### config.mk
export PLATFORM = sky130hd
export DESIGN_NAME = blit_arbiter
export DESIGN_NICKNAME = d
export VERILOG_FILES = /design/src/rtl/blit_arbiter_pkg.sv /design/src/rtl/blit_arbiter_rr.sv /design/src/rtl/blit_arbiter.sv
export SDC_FILE = /design/constraint.sdc
export NUM_CORES = 1
export LEC_CHECK = 0
export CAP_MARGIN = 10
export CELL_PAD_IN_SITES_DETAIL_PLACEMENT = 0
export CELL_PAD_IN_SITES_GLOBAL_PLACEMENT = 1
export CORE_MARGIN = 5
export CORE_UTILIZATION = 32
export DETAILED_ROUTE_END_ITERATION = 10
export GPL_TIMING_DRIVEN = 0
export PLACE_DENSITY_LB_ADDON = 0.1
export SLEW_MARGIN = 20
export SYNTH_ARGS = -nofsm -noshare
export SYNTH_HDL_FRONTEND = slang
export SYNTH_HIERARCHICAL = 1
export SYNTH_SLANG_ARGS = --single-unit
export TNS_END_PERCENT = 20
### constraint.sdc
create_clock -name clock -period 3.8 [get_ports clock]
set_clock_uncertainty 0.15 [all_clocks]
set_input_delay 0.95 -clock clock [delete_from_list [all_inputs] [get_ports clock]]
set_output_delay 0.95 -clock clock [all_outputs]
set_load 0.02 [all_outputs]
### src/rtl/blit_arbiter_pkg.sv
// Shared screen geometry, pixel field widths and blit FSM state encodings
// for the sprite blit arbiter and its helpers.
package blit_arbiter_pkg;

  localparam int unsigned SCREEN_W = 160;
  localparam int unsigned SCREEN_H = 120;
  localparam int unsigned X_W      = 8;
  localparam int unsigned Y_W      = 7;
  localparam int unsigned COLOUR_W = 3;

  typedef enum logic [1:0] {
    IDLE  = 2'd0,
    SCAN  = 2'd1,
    DRAIN = 2'd2
  } blit_state_e;

endpackage

### src/rtl/blit_arbiter_rr.sv
// Combinational round-robin picker: searches upward from pointer with wrap
// and returns the first active request as one-hot plus its index.
module rr_arbiter #(
  parameter int unsigned NUM_REQ = 3,
  localparam int unsigned IDX_W  = (NUM_REQ > 1) ? $clog2(NUM_REQ) : 1
) (
  input  logic [NUM_REQ-1:0] req,
  input  logic [IDX_W-1:0]   pointer,
  input  logic               enable,
  output logic [NUM_REQ-1:0] grant,
  output logic [IDX_W-1:0]   grant_idx
);

  logic        found;
  int unsigned cand;

  always_comb begin
    grant     = '0;
    grant_idx = '0;
    found     = 1'b0;
    cand      = 0;
    for (int unsigned off = 0; off < NUM_REQ; off++) begin
      cand = int'(pointer) + off;
      if (cand >= NUM_REQ) cand = cand - NUM_REQ;
      if (enable && !found && req[IDX_W'(cand)]) begin
        found                  = 1'b1;
        grant[IDX_W'(cand)]    = 1'b1;
        grant_idx              = IDX_W'(cand);
      end
    end
  end

endmodule

### src/rtl/blit_arbiter.sv
// Round-robin sprite blitter: scans a 1-bit sprite from ROM and drives the
// vga_adapter plot port with coordinates aligned to the ROM read latency.
module blit_arbiter
  import blit_arbiter_pkg::*;
#(
  parameter int unsigned NUM_REQ = 3,
  parameter int unsigned SPR_W   = 32,
  parameter int unsigned SPR_H   = 32,
  parameter int unsigned ADDR_W  = 15
) (
  input  logic                         clock,
  input  logic                         reset_n,
  input  logic [NUM_REQ-1:0]           req,
  input  logic [NUM_REQ*X_W-1:0]       req_x0,
  input  logic [NUM_REQ*Y_W-1:0]       req_y0,
  input  logic [NUM_REQ*ADDR_W-1:0]    req_base,
  input  logic [NUM_REQ*COLOUR_W-1:0]  req_fg,
  input  logic [NUM_REQ*COLOUR_W-1:0]  req_bg,
  output logic [NUM_REQ-1:0]           grant,
  output logic [NUM_REQ-1:0]           done,
  output logic                         busy,
  output logic [ADDR_W-1:0]            rom_addr,
  input  logic                         rom_q,
  output logic [X_W-1:0]               x,
  output logic [Y_W-1:0]               y,
  output logic [COLOUR_W-1:0]          colour,
  output logic                         plot
);

  localparam int unsigned IDX_W = (NUM_REQ > 1) ? $clog2(NUM_REQ) : 1;
  localparam int unsigned COL_W = $clog2(SPR_W + 1);
  localparam int unsigned ROW_W = $clog2(SPR_H + 1);

  blit_state_e         state;
  logic [IDX_W-1:0]    ptr;
  logic [NUM_REQ-1:0]  arb_grant;
  logic [IDX_W-1:0]    arb_idx;

  logic [X_W-1:0]      x0_arr   [NUM_REQ];
  logic [Y_W-1:0]      y0_arr   [NUM_REQ];
  logic [ADDR_W-1:0]   base_arr [NUM_REQ];
  logic [COLOUR_W-1:0] fg_arr   [NUM_REQ];
  logic [COLOUR_W-1:0] bg_arr   [NUM_REQ];

  logic [X_W-1:0]      lat_x0;
  logic [Y_W-1:0]      lat_y0;
  logic [ADDR_W-1:0]   lat_base;
  logic [COLOUR_W-1:0] lat_fg;
  logic [COLOUR_W-1:0] lat_bg;

  logic [COL_W-1:0]    col, ncol;
  logic [ROW_W-1:0]    row, nrow;
  logic                col_last, row_last;
  logic [ADDR_W-1:0]   next_addr;
  logic [X_W:0]        x9;
  logic [Y_W:0]        y8;

  logic                pix_valid;
  logic                pix_clip;
  logic [COLOUR_W-1:0] colour_hold;

  for (genvar i = 0; i < NUM_REQ; i++) begin : g_unpack
    assign x0_arr[i]   = req_x0[i*X_W +: X_W];
    assign y0_arr[i]   = req_y0[i*Y_W +: Y_W];
    assign base_arr[i] = req_base[i*ADDR_W +: ADDR_W];
    assign fg_arr[i]   = req_fg[i*COLOUR_W +: COLOUR_W];
    assign bg_arr[i]   = req_bg[i*COLOUR_W +: COLOUR_W];
  end

  rr_arbiter #(.NUM_REQ(NUM_REQ)) u_rr (
    .req       (req),
    .pointer   (ptr),
    .enable    (state == IDLE),
    .grant     (arb_grant),
    .grant_idx (arb_idx)
  );

  always_comb begin
    col_last  = (col == COL_W'(SPR_W - 1));
    row_last  = (row == ROW_W'(SPR_H - 1));
    ncol      = col_last ? '0 : col + 1'b1;
    nrow      = col_last ? row + 1'b1 : row;
    next_addr = lat_base + ADDR_W'(nrow) * ADDR_W'(SPR_W) + ADDR_W'(ncol);
    x9        = {1'b0, lat_x0} + (X_W+1)'(col);
    y8        = {1'b0, lat_y0} + (Y_W+1)'(row);
  end

  // The pipe stage is registered at the same edge the ROM latches its address,
  // so coords and rom_q line up; colour is resolved combinationally from rom_q.
  assign colour = pix_valid ? (rom_q ? lat_fg : lat_bg) : colour_hold;
  assign plot   = pix_valid & ~pix_clip;
  assign done   = (state == DRAIN) ? grant : '0;
  assign busy   = (state != IDLE);

  always_ff @(posedge clock) begin
    if (!reset_n) begin
      state       <= IDLE;
      ptr         <= '0;
      grant       <= '0;
      rom_addr    <= '0;
      lat_x0      <= '0;
      lat_y0      <= '0;
      lat_base    <= '0;
      lat_fg      <= '0;
      lat_bg      <= '0;
      col         <= '0;
      row         <= '0;
      x           <= '0;
      y           <= '0;
      pix_valid   <= 1'b0;
      pix_clip    <= 1'b0;
      colour_hold <= '0;
    end else begin
      pix_valid   <= 1'b0;
      colour_hold <= colour;
      case (state)
        IDLE: begin
          if (|req) begin
            state    <= SCAN;
            grant    <= arb_grant;
            ptr      <= (arb_idx == IDX_W'(NUM_REQ - 1)) ? '0 : arb_idx + 1'b1;
            lat_x0   <= x0_arr[arb_idx];
            lat_y0   <= y0_arr[arb_idx];
            lat_base <= base_arr[arb_idx];
            lat_fg   <= fg_arr[arb_idx];
            lat_bg   <= bg_arr[arb_idx];
            rom_addr <= base_arr[arb_idx];
            col      <= '0;
            row      <= '0;
          end
        end
        SCAN: begin
          pix_valid <= 1'b1;
          x         <= x9[X_W-1:0];
          y         <= y8[Y_W-1:0];
          pix_clip  <= (x9 >= (X_W+1)'(SCREEN_W)) || (y8 >= (Y_W+1)'(SCREEN_H));
          col       <= ncol;
          row       <= nrow;
          if (col_last && row_last) state <= DRAIN;
          else                      rom_addr <= next_addr;
        end
        DRAIN: begin
          state <= IDLE;
          grant <= '0;
        end
        default: state <= IDLE;
      endcase
    end
  end

endmodule

==> impl_metrics.json, run 1 <==
{
  "status": "finished, final reports clean",
  "die_x_microns": 146,
  "vias": 5999,
  "ys_types": 69,
  "drt_first_pass_iters": 5,
  "timing.fmax_mhz": 277,
  "r2r_cells": 14,
  "ir_drop_mv": 0.235,
  "required_ps": 3940,
  "dp.cells": 1136,
  "tightest_slew_ps": 831,
  "fin_ws_ps": 184,
  "grt_first_pass_wirelength_microns": 33300,
  "final_cell_count_no_fill": 1153,
  "holdCritStartpoint": "x[3]",
  "cts_htree_levels": 3,
  "clock_latency_ps": 360,
  "synth_edf_count": 0,
  "cp.arrival_ps": 3750,
  "start_kind": "register",
  "gp_congestion": 0.891,
  "synth_cells": 753,
  "final.period_utilization_pct": 95.2,
  "synth_compound_area_share_pct": 23.3,
  "wl_microns": 21400,
  "ys_async_sr_fraction_pct": 0,
  "slew_headroom_pct": 44.6,
  "nFillCells": 1832,
  "hp-class": "register to register",
  "r2r-start": "col[0]",
  "areaGrowthSynthToFinish_pct": 36.7,
  "slowest_delay_ps": 500,
  "finalCriticalPeriod_ps": 3620,
  "reg2reg_setup_slack_ps": 180,
  "synthMuxAreaShare_pct": 7.29,
  "synth_fa_ha_area_share_pct": 9.54,
  "layout_commonest_cell": "clkdlybuf4s50_1",
  "setup_tns_ps": 0,
  "hold_slack_ps": 308,
  "grt_usage_pct": 19.6,
  "antenna_found_initial": 0,
  "grt_max_degree": 17,
  "synthXorXnorAreaFrac_pct": 2.65,
  "start_util_pct": 32.8,
  "grt_overflow": 0,
  "final_nets": 1076,
  "yosys_register_bits": 90,
  "synth-simple-area-share_pct": 21.7,
  "setup-violations-final": 0,
  "layout_common_cells": "clkdlybuf4s50_1 (154), nor2_1 (111), dfxtp_1 (88), a21oi_1 (69), nand2_1 (56)",
  "finalMaxSlewViolations": 0,
  "clkTransAtPathRegs_ps": 70,
  "cts_made_buffers": 9,
  "avgSynthCellArea_sq_um": 7.90,
  "grt_pass1_vias": 5994,
  "crit_chain": "ha_2, nand3_2, nor3b_4, buf_6, xnor2_1, fa_1, inv_1, ha_1, o21a_1, o31ai_4, a211oi_2, nor4_1, or4_1, a31oi_1",
  "p_per_area_mw_per_mm2": 369,
  "synth_top_family_by_area": "compound AO/OA/AOI/OAI gates",
  "clock-root-buffer": "clkbuf_16",
  "end_kind": "register",
  "finalHoldViolations": 0,
  "die_area_sq_mm": 0.0214,
  "yosys_warnings": 6,
  "slowest_stage": "fa_1",
  "dpl.hpwl_microns": 16900,
  "cts_sinks": 90,
  "rows": 49,
  "dpl_worst_slack_ps": -478,
  "n_antenna_cell": 0,
  "syn_nets": 910,
  "detail_route.wl_per_cell_microns": 18.5,
  "drcViolationCount": 0,
  "critPathMaxFanout": 10,
  "cts_hold_buf": 0,
  "cts_tree": "done",
  "core_sq_mm": 0.0181,
  "synthFlopType": "dfxtp_1",
  "dieHeight_microns": 146,
  "drt_iter0_drc": 316,
  "rsz0062_at_grt": "true",
  "syn_area_sq_mm": 0.00595,
  "maxCapViolCount": 0,
  "min_to": "x[3]",
  "final_layout_size_suffix_gt1_share_pct": 6.60,
  "ioPinCount": 155,
  "critical_path_class": "register to register",
  "via_per_inst": 5.20,
  "power_leakage_nw": 3.13,
  "hold_path_depth": 2,
  "clockBufferDepth": 2,
  "seq_area_frac_synth_pct": 30.3,
  "regToRegEndpoint": "rom_addr[11]",
  "port-buffer-count": 154,
  "ant_nets": 0
}
[layout make-up]
class	count	area (sq um)	share of cell area, %
Inverter	27	101	1.25
Sequential cell	90	1800	22.2
Buffer	45	225	2.77
Timing Repair Buffer	155	1550	19.0
Multi-Input combinational cell	591	3890	47.8
Clock buffer	10	229	2.81
Tap cell	229	287	3.52
Clock inverter	6	51.3	0.630
[registers in the layout, summed over array words and instances, names as in the netlist]
signal and count:
x 8, pix_valid 1, colour_hold 3, col 6
state 2, rom_addr 15, lat_y0 7, pix_clip 1
row 6, lat_bg 3, grant 3, lat_x0 8
y 7, lat_base 15, lat_fg 3, ptr 2
[through the flow]
step           power [mW]  util [%]  area [sq um]
2_1_floorplan        1.73         -          5950
3_3_place_gp         2.15      42.9          7780
3_5_place_dp         2.16      42.9          7780
4_1_cts              3.04      44.5          8070
5_1_grt              3.19      44.8          8140
6_report             3.00      44.8          8140
[critical path: cells and delay by family, from the launching register on]
family,cells,cell delay (ps)
fa+ha+maj,3,1100
compound gates,4,730
flops,1,400
buf+inv,2,220
xor+xnor,1,100
simple gates,4,850
[cell families after synthesis]
family	Yosys count
compound gates	212
xor+xnor	18
fa+ha+maj	43
buf+inv	72
flops	90
mux	43
simple gates	275
[repair_timing]
item | in CTS | in global routing
resized for setup | 3 | 19
hold endpoints to repair | 0 | 0
buffers inserted | 1 | 0
setup endpoints to repair | 11 | 45
pin swaps | 1 | 0
[metal layers]
layer  vias up  global-route usage, %  part of all wire (%)
li1       3039                      -                     -
met1      2785                   26.0                    46
met2       156                   33.0                    47
met3        19                   4.21                   5.1
met4         0                   4.19                   1.5
met5         -                      0                     0
[how the worst max path moves through the flow]
| stage | start | end | slack [ps] | cells after the start |
|---|---|---|---|---|
| after global placement | req[1] | lat_x0[7] | -480 | 10 |
| after floorplan | col[0] | rom_addr[11] | 290 | 12 |
| after CTS | req[1] | rom_addr[4] | 1 | 12 |
| after detailed placement | req[1] | lat_bg[1] | -480 | 10 |
| after global routing | col[0] | rom_addr[11] | -7 | 14 |
| final | col[0] | rom_addr[11] | 180 | 14 |
[cell usage after synthesis (3+ instances only)]
cell type	count	area share (%)
mux2i_1	42	7.1
nand2b_1	9	0.95
o21a_1	8	1.0
ha_1	39	8.2
a21o_1	5	0.63
o21bai_1	5	0.63
clkbuf_1	26	1.6
nor3_1	35	2.9
buf_1	4	0.25
a22oi_1	4	0.50
nand3b_1	3	0.38
nor2b_1	7	0.74
and3_1	4	0.42
nand3_1	17	1.4
fa_1	4	1.3
and2_1	9	0.95
xnor2_1	10	1.5
inv_1	27	1.7
nor2_1	111	7.0
buf_2	11	0.92
nand2_1	56	3.5
buf_6	3	0.57
dfxtp_1	90	30
o211ai_1	10	1.3
a21oi_1	71	6.0
o21ai_1	8	0.67
a31oi_1	5	0.53
a211oi_1	38	4.8
xor2_1	8	1.2
nor4_1	4	0.42
nand4_1	3	0.32
and4_1	3	0.44
o21ai_0	31	2.6
o2111ai_1	3	0.44
[report_power, final]
group	leakage [nW]	total (mW)	switching, mW	internal [mW]
combinational	2.25	1.03	0.567	0.460
clock	0.134	0.863	0.411	0.452
sequential	0.742	1.11	0.0712	1.04
total	3.13	3.00	1.05	1.96
(Power assumes the default switching activity.)
==> run 2: changes to the inputs <==
HOLD_SLACK_MARGIN = 0.05   (was unset)
PLACE_DENSITY_LB_ADDON = 0.2   (was 0.1)
==> run 2 against run 1 <==
Routed wire length decreased by 1.2%; first-iteration DRC count is 9.2% higher; sequential power about the same; sequential cell count stayed put; cell count is essentially flat; hold slack got worse by 4.2 ps.
==> impl_metrics.json, run 2 (same netlist as run 1, synthesis figures left out) <==
{
  "slowest_stage": "clkdlybuf4s50_1",
  "finalMaxSlewViolations": 0,
  "finalHoldViolations": 0,
  "antenna_found_initial": 2,
  "grt_first_pass_wirelength_microns": 33000,
  "status": "finished, final reports clean",
  "setup-violations-final": 0,
  "drt_first_pass_iters": 5,
  "grt_pass1_vias": 5880,
  "worstSetupEndpoint": "colour[1]",
  "layout_common_cells": "clkdlybuf4s50_1 (154), nor2_1 (111), dfxtp_1 (88), a21oi_1 (70), nand2_1 (56)",
  "crit_chain": "clkdlybuf4s50_1, mux2i_1, a21oi_1, clkdlybuf4s50_1",
  "p_per_area_mw_per_mm2": 390,
  "areaGrowthSynthToFinish_pct": 37.4,
  "cpMostUsedCell": "clkdlybuf4s50_1",
  "hp-class": "register to register",
  "reg.largest.list": "lat_base: 15 flops, rom_addr: 15 flops",
  "ioPinCount": 155,
  "ant_nets": 0,
  "start_kind": "primary input",
  "cp-startpoint": "rom_q",
  "die_area_sq_mm": 0.0214,
  "final_cell_count_no_fill": 1152,
  "via_per_inst": 5.24,
  "maxCapViolCount": 0,
  "end_kind": "primary output",
  "drcViolationCount": 0,
  "r2r_cells": 13,
  "core_sq_mm": 0.0181,
  "power_leakage_nw": 3.15,
  "detail_route.wl_per_cell_microns": 18.3,
  "required_ps": 2700,
  "cp.arrival_ps": 2510,
  "ir_drop_mv": 0.225,
  "slew_headroom_pct": 44.9,
  "final_layout_size_suffix_gt1_share_pct": 6.18,
  "die_x_microns": 146,
  "finalCriticalPeriod_ps": 3610,
  "clock-root-buffer": "clkbuf_16",
  "rsz0062_at_grt": "false",
  "grt_overflow": 0,
  "final_nets": 1076,
  "critPathBufInv": 2,
  "dpl_worst_slack_ps": -558,
  "regToRegEndpoint": "rom_addr[13]",
  "cts_sinks": 90,
  "port-buffer-count": 154,
  "crit_family": "buffers and inverters",
  "rows": 49,
  "grt_usage_pct": 19.5,
  "cts_htree_levels": 3,
  "critical_path_class": "primary input to primary output",
  "timing.fmax_mhz": 277,
  "slowest_delay_ps": 660,
  "cts_tree": "done",
  "wl_microns": 21100,
  "final.period_utilization_pct": 95.1,
  "dieHeight_microns": 146,
  "dpl.hpwl_microns": 16300,
  "clock_latency_ps": 350,
  "cp.depth": 4,
  "layout_commonest_cell": "clkdlybuf4s50_1",
  "reg2reg_setup_slack_ps": 210,
  "clockBufferDepth": 2,
  "dp.cells": 1136,
  "vias": 6035,
  "grt_max_degree": 15,
  "drt_iter0_drc": 345,
  "cts_hold_buf": 0,
  "gp_congestion": 0.864,
  "fin_ws_ps": 187,
  "tightest_slew_ps": 827,
  "critPathMaxFanout": 3,
  "r2r-start": "col[0]",
  "clkTransAtPathRegs_ps": 70,
  "n_antenna_cell": 0,
  "cts_made_buffers": 9,
  "start_util_pct": 32.8
}
[run 2: per-stage QoR]
step	total power [mW]	util, %	cell area (sq um)	TNS (ps)	hold WS, ps
detailed placement	2.16	42.9	7780	-15540	297
CTS	3.21	44.9	8140	0	307
global route	3.37	45.1	8180	0	330
global placement	2.16	42.9	7780	-16150	294
floorplan	1.73	-	5950	0	291
finish	3.19	45.1	8180	0	304
[run 2: worst min-delay path by stage]
stage | start | to | cells after the start
floorplan | lat_base[10] | lat_base[10] | 2
global placement | rom_addr[1] | rom_addr[1] | 2
detailed placement | rom_addr[0] | rom_addr[0] | 2
CTS | rom_addr[0] | rom_addr[0] | 2
global route | x[3] | x[3] | 2
finish | rom_addr[0] | rom_addr[0] | 2
[run 2: metal layers]
metal	global-route usage (%)	routed length, microns	share of wire (%)	up-vias
met5	0	13	0.062	-
met4	5.13	364	1.7	2
met3	4.96	1190	5.6	29
met2	31.5	9650	46	164
met1	25.9	9900	47	2792
li1	-	-	-	3048
[run 2: layout make-up]
type / instances / area [sq um]
Fill cell: 1867 / 9970
Multi-Input combinational cell: 591 / 3870
Sequential cell: 90 / 1800
Timing Repair Buffer: 155 / 1550
Tap cell: 229 / 287
Clock buffer: 10 / 239
Buffer: 45 / 223
Clock inverter: 5 / 103
Inverter: 27 / 101
[run 2: tightest hold or removal path, cell delays in order, from the launching register on]
cell and delay [ps]:
dfxtp_1 310, nand2_1 50, a21oi_1 50
[run 2: timing repair]
action                                  in CTS  in global routing
gates resized for setup                      4                 12
endpoints found under the setup margin      22                 27
buffers inserted                             1                  0
pin swaps                                    1                  0
hold endpoints to repair                     0                  0
[run 2: power breakdown]
part / total [mW] / switching [mW] / internal, mW
combinational: 1.03 / 0.573 / 0.459
sequential: 1.11 / 0.0704 / 1.04
clock: 1.04 / 0.384 / 0.656
==> run 3: changes to the inputs <==
CAP_MARGIN = 0   (was 10)
==> results of run 3 <==
No change in the layout: final DEF, timing and power equal those of run 2.
